### src/rtl/edge_burst_gen.sv
// Counted burst of fixed-width pulses, one per rising edge of a clk-synchronous tick.
// Latency: trigger -> busy next cycle; tick edge -> pulse_out next cycle for W cycles.
// Backpressure: none; tick edges arriving mid-pulse are dropped and flagged in overrun.
//
// Ports:
//   clk, reset (async, active-low)
//   tick_in            divided tick, synchronous to clk
//   trigger / abort    one-cycle start / stop requests (abort wins)
//   burst_len [LW]     pulses per burst, latched on an accepted trigger
//   pulse_width [CW]   pulse high time in clk cycles (0 treated as 1), latched on trigger
//   pulse_out, busy, done, overrun, pulse_count [LW]   registered status outputs
module edge_burst_gen #(
   parameter int CW = 32,
   parameter int LW = 16
) (
   input  logic          clk,
   input  logic          reset,
   input  logic          tick_in,
   input  logic          trigger,
   input  logic          abort,
   input  logic [LW-1:0] burst_len,
   input  logic [CW-1:0] pulse_width,
   output logic          pulse_out,
   output logic          busy,
   output logic          done,
   output logic          overrun,
   output logic [LW-1:0] pulse_count
);

   localparam logic [CW-1:0] W_ONE = {{(CW-1){1'b0}}, 1'b1};
   localparam logic [LW-1:0] L_ONE = {{(LW-1){1'b0}}, 1'b1};

   typedef enum logic [1:0] {
      IDLE  = 2'd0,
      WAIT  = 2'd1,
      PULSE = 2'd2
   } state_t;

   state_t        state;
   state_t        state_nxt;
   logic          tick_d;
   logic          tick_edge;
   logic [LW-1:0] len_q;
   logic [CW-1:0] w_q;
   logic [CW-1:0] wcnt;
   logic          last_cyc;
   logic          accept;     // trigger taken in IDLE: latch shadows, clear status
   logic          start;      // edge taken in WAIT: begin a pulse
   logic          finish;     // burst complete (or zero-length): done next cycle
   logic          drop;       // edge seen while a pulse is still high
   logic          pulse_nxt;
   logic          busy_nxt;

   // tick_d resets high so a tick already high at reset release is not an edge.
   assign tick_edge = tick_in & ~tick_d;
   assign last_cyc  = (wcnt == W_ONE);

   // State register
   always_ff @(posedge clk or negedge reset) begin
      if (!reset) begin
         state <= IDLE;
      end else begin
         state <= state_nxt;
      end
   end

   // Next-state logic; abort overrides everything, including the edge bookkeeping.
   always_comb begin
      state_nxt = state;
      accept    = 1'b0;
      start     = 1'b0;
      finish    = 1'b0;
      drop      = 1'b0;
      if (abort) begin
         state_nxt = IDLE;
      end else begin
         case (state)
            IDLE: begin
               if (trigger) begin
                  accept = 1'b1;
                  if (burst_len == '0) begin
                     finish = 1'b1;
                  end else begin
                     state_nxt = WAIT;
                  end
               end
            end
            WAIT: begin
               if (tick_edge) begin
                  start     = 1'b1;
                  state_nxt = PULSE;
               end
            end
            PULSE: begin
               drop = tick_edge;
               if (last_cyc) begin
                  // pulse_count already includes the pulse now ending
                  if (pulse_count == len_q) begin
                     state_nxt = IDLE;
                     finish    = 1'b1;
                  end else begin
                     state_nxt = WAIT;
                  end
               end
            end
            default: state_nxt = IDLE;
         endcase
      end
   end

   // Output decode of the next state so the outputs can be registered.
   always_comb begin
      pulse_nxt = (state_nxt == PULSE);
      busy_nxt  = (state_nxt != IDLE);
   end

   // Registered outputs and datapath
   always_ff @(posedge clk or negedge reset) begin
      if (!reset) begin
         tick_d      <= 1'b1;
         pulse_out   <= 1'b0;
         busy        <= 1'b0;
         done        <= 1'b0;
         overrun     <= 1'b0;
         pulse_count <= '0;
         len_q       <= '0;
         w_q         <= W_ONE;
         wcnt        <= W_ONE;
      end else begin
         tick_d    <= tick_in;
         pulse_out <= pulse_nxt;
         busy      <= busy_nxt;
         done      <= finish;
         if (accept) begin
            len_q       <= burst_len;
            w_q         <= (pulse_width == '0) ? W_ONE : pulse_width;
            pulse_count <= '0;
            overrun     <= 1'b0;
         end
         if (start) begin
            wcnt        <= w_q;
            pulse_count <= pulse_count + L_ONE;
         end else if (state == PULSE) begin
            wcnt <= wcnt - W_ONE;
         end
         if (drop) begin
            overrun <= 1'b1;
         end
      end
   end

endmodule

### config.mk
export PLATFORM = sky130hd
export DESIGN_NAME = edge_burst_gen
export DESIGN_NICKNAME = d
export VERILOG_FILES = /design/src/rtl/edge_burst_gen.sv
export SDC_FILE = /design/constraint.sdc
export NUM_CORES = 1
export LEC_CHECK = 0
export CAP_MARGIN = 40
export CORE_MARGIN = 2
export CORE_UTILIZATION = 40
export CTS_BUF_LIST = sky130_fd_sc_hd__clkbuf_8 sky130_fd_sc_hd__clkbuf_16
export DETAILED_ROUTE_END_ITERATION = 6
export SYNTH_ARGS = -nofsm -noshare
export SYNTH_HDL_FRONTEND = slang
export SYNTH_SLANG_ARGS = --single-unit
### constraint.sdc
create_clock -name clk -period 4.9 [get_ports clk]
set_clock_uncertainty 0.2 [all_clocks]
set_input_delay 0.98 -clock clk [delete_from_list [all_inputs] [get_ports clk]]
set_output_delay 0.98 -clock clk [all_outputs]
set_load 0.01 [all_outputs]
==> impl_metrics.toml <==
[routing]
dr.pass1.iters = 4
wl_mm = 12.65
drt_iter0_drc = 260
routed_via_density = 5.367
via_count = 4288
wl_per_cell_um = 15.83
drtAntennaViolNets = 0
drc = 0

[synth]
postSynthCellCount = 559
syn_area_per_cell_um2 = 8.890
ys_seq_area_share_pct = 51.94
synth_nets = 615
synth.distinct_cells = 49
synth_area_um2 = 4970
yosysWarnings = 0
synth-main-ff-cell = "dfrtp_1"
async_flop_share_pct = 100.0
synth_edf_count = 0
ys_ff_latch = 103

[grt]
grt_pass1_wl_mm = 20.66
grt_start_max_net_pins = 52
use_met2_pct = 33.88
globalRouteMet3Util_pct = 3.766
gr-usage-met1_pct = 25.80
grt_pass1_vias = 4176
grt_usage_pct = 19.75
grt_overflow = 0
antenna_found_initial = 0
top_usage_layer = "met2"

[power_and_ir_drop]
power.internal_w = 0.001703
switching_share_pct = 30.08
finalPower_w = 0.002436
comb_power_share_pct = 19.5
p_sw_w = 0.0007327
cellLeakagePower_nw = 2.780
powerDensity_nw_per_um2 = 392.2
p_seq_share_pct = 49.3
clkPwrFrac_pct = 31.1
ir_drop_v = 0.0002127

[clock_tree]
holdBufCountCts = 0
cts.htree.levels = 3
cts.sinks = 103
ctsLongestPathBuffers = 2
cts_buffers = 9
insertion_delay_ps = 350
ctsResizeCount = 0
cts_tree = "yes"
root_buffer = "clkbuf_16"
cts_setup_buffers = 0
clk_pin_slew_ps = 70

[worst_setup_path]
cp_slowest_cell = "and3_1"
critPathLaunchType = "input port"
r2r_start = "wcnt[1]$_DFFE_PN0P_"
cp_slowest_stage_delay_ps = 540
cp_max_fo = 15
worstSetupPathType = "in2reg"
crit_chain = "clkdlybuf4s50_1 -> nor2b_1 -> and3_1 -> nor2_1 -> a21o_1 -> mux2_2"
cp.arrival_ps = 3040
startpoint = "tick_in"
r2r_cells = 7
cp-end-kind = "register"
required_ps = 4930

[floorplanning]
initial_utilization_pct = 41.20
dieArea_um2 = 13330
coreArea_um2 = 12060
die_x_um = 115.5
rows = 40
die_y_um = 115.5
io_pins = 73

[place]
place.detailed.hpwl_mm = 9.046
io_buffers = 72
dpl-instance-area_um2 = 5889
gp_congestion = 0.7895

[timing]
maxSlewViolCount = 0
finalHoldViolCount = 0
setup_viol = 0
fin_crit_sh_pct = 61.47
fin_crit_ps = 3012
rsz0062_at_grt = "false"
worst_slew_pin_slew_ps = 939.5
tns_ps = 0
fmax_mhz = 332.0
slew_headroom_pct = 37.24

[hold_path]
worst_hold_path_type = "reg2reg"
hold_depth = 2
hold_path_startpoint = "w_q[0]$_DFFE_PN1P_"

[finish]
diodes = 0
drive_above_1_share_pct = 5.705
finalNetCount = 682
fin_area_um2 = 6211
area_growth_pct = 24.97
post-route-util_pct = 51.49

[job]
cap_violations = 0

[outcome]
status = "completed"
[cells in the final DEF (no fill, tap or decap), types with 2 or more instances in the layout]
| master | Yosys | routed |
|---|---|---|
| nand2_1 | 198 | 198 |
| or2_2 | 2 | 2 |
| dfrtp_1 | 100 | 100 |
| nor2b_1 | 3 | 3 |
| a21oi_1 | 6 | 6 |
| or3_4 | 2 | 2 |
| nor2_1 | 22 | 22 |
| ha_1 | 3 | 3 |
| o311ai_0 | 18 | 18 |
| xor2_1 | 17 | 17 |
| clkbuf_16 | 0 | 9 |
| o221ai_1 | 2 | 2 |
| a31oi_1 | 2 | 2 |
| a221o_1 | 5 | 5 |
| mux2i_1 | 5 | 5 |
| nand2b_1 | 3 | 3 |
| and3_1 | 5 | 5 |
| nor4_1 | 25 | 24 |
| clkdlybuf4s50_1 | 0 | 71 |
| o211ai_1 | 14 | 14 |
| inv_1 | 6 | 7 |
| dfstp_2 | 3 | 3 |
| nand3_1 | 22 | 22 |
| and4_1 | 2 | 2 |
| o21ai_0 | 27 | 27 |
| nor4_2 | 1 | 2 |
| clkbuf_8 | 0 | 4 |
| or4_1 | 5 | 5 |
| nor3_1 | 5 | 5 |
| buf_4 | 0 | 7 |
| nand4_1 | 9 | 9 |
| or3_1 | 5 | 5 |
[cells by family after synthesis]
| kind of cell | share of synthesized area [%] |
|---|---|
| AO/OA/AOI/OAI | 11.83 |
| buffers and inverters | 2.215 |
| XOR/XNOR | 3.172 |
| flip-flops | 51.94 |
| AND/OR/NAND/NOR | 28.85 |
| adder cells (fa/ha/maj) | 0.7554 |
| multiplexers | 1.234 |
[routing by layer]
metal  up-vias  wire length, µm
met5         -                0
met4         0              135
met3        11              522
met2        73             6300
met1      2096             5692
li1       2108                -
[cells in the mapped netlist (3+ instances only)]
library cell    n  area (µm²)
or3_1           5       31.28
o311ai_0       18       157.7
or4_1           5       37.54
dfstp_2         3       78.83
ha_1            3       37.54
inv_1           6       22.52
nor2_1         22       82.58
dfrtp_1       100        2502
clkbuf_1       22       82.58
o211ai_1       14       105.1
mux2i_1         5       50.05
o21ai_0        27       135.1
a21oi_1         6       30.03
xor2_1         17       148.9
nor2b_1         3       18.77
and3_1          5       31.28
nor4_1         25       156.4
a221o_1         5       50.05
nand2_1       198       743.2
nand4_1         9       56.30
nand2b_1        3       18.77
nor3_1          5       25.02
nand3_1        22       110.1
[through the flow]
step           setup slack (ps)  hold WS [ps]  std cells
6_report                   1888         265.5        799
5_1_grt                    1709         290.0        799
4_1_cts                    1864         272.2        799
3_5_place_dp               1530         262.7        783
3_3_place_gp               1578         247.9        782
2_1_floorplan              2383         234.5        559
[worst paths after layout]
kind,end,slack [ps]
min in group asynchronous,len_q[8]$_DFFE_PN0P_,340
max reg2reg,wcnt[14]$_DFFE_PN0P_,2290
max in group asynchronous,wcnt[0]$_DFFE_PN1P_,3140
max,pulse_count[5]$_DFFE_PN0P_,1890
min reg2reg,w_q[0]$_DFFE_PN1P_,270
min,w_q[0]$_DFFE_PN1P_,270
[cell type report]
class                      count  area, µm²
clock buffer                  13      280.3
clock inverter                 3      41.29
fill                        1162       5851
inverter                       6      22.52
multi-input combinational    427       2285
sequential                   103       2581
tap                          168      210.2
timing repair buffer          79      790.8
[power by group through the flow]
stage	Combinational (W)	Clock, W	Sequential [W]
6_report	0.000476	0.000758	0.00120
5_1_grt	0.000545	0.000802	0.00123
4_1_cts	0.000481	0.000771	0.00120
3_5_place_dp	0.000479	0	0.00121
3_3_place_gp	0.000461	0	0.00120
2_1_floorplan	0.000329	0	0.00116
[critical path: cells and delay by family]
family	cells	cell delay [ps]
buf+inv	1	480
mux	1	260
simple gates	3	1100
compound gates	1	230
[sequential cells by signal (all words and copies together) (netlist names)]
| signal | cells |
|---|---|
| w_q | 32 |
| wcnt | 32 |
| len_q | 16 |
| pulse_count | 16 |
| state | 2 |
| busy | 1 |
| done | 1 |
| overrun | 1 |
| pulse_out | 1 |
| tick_d | 1 |
Note: power is estimated with default switching activity, not from simulation.
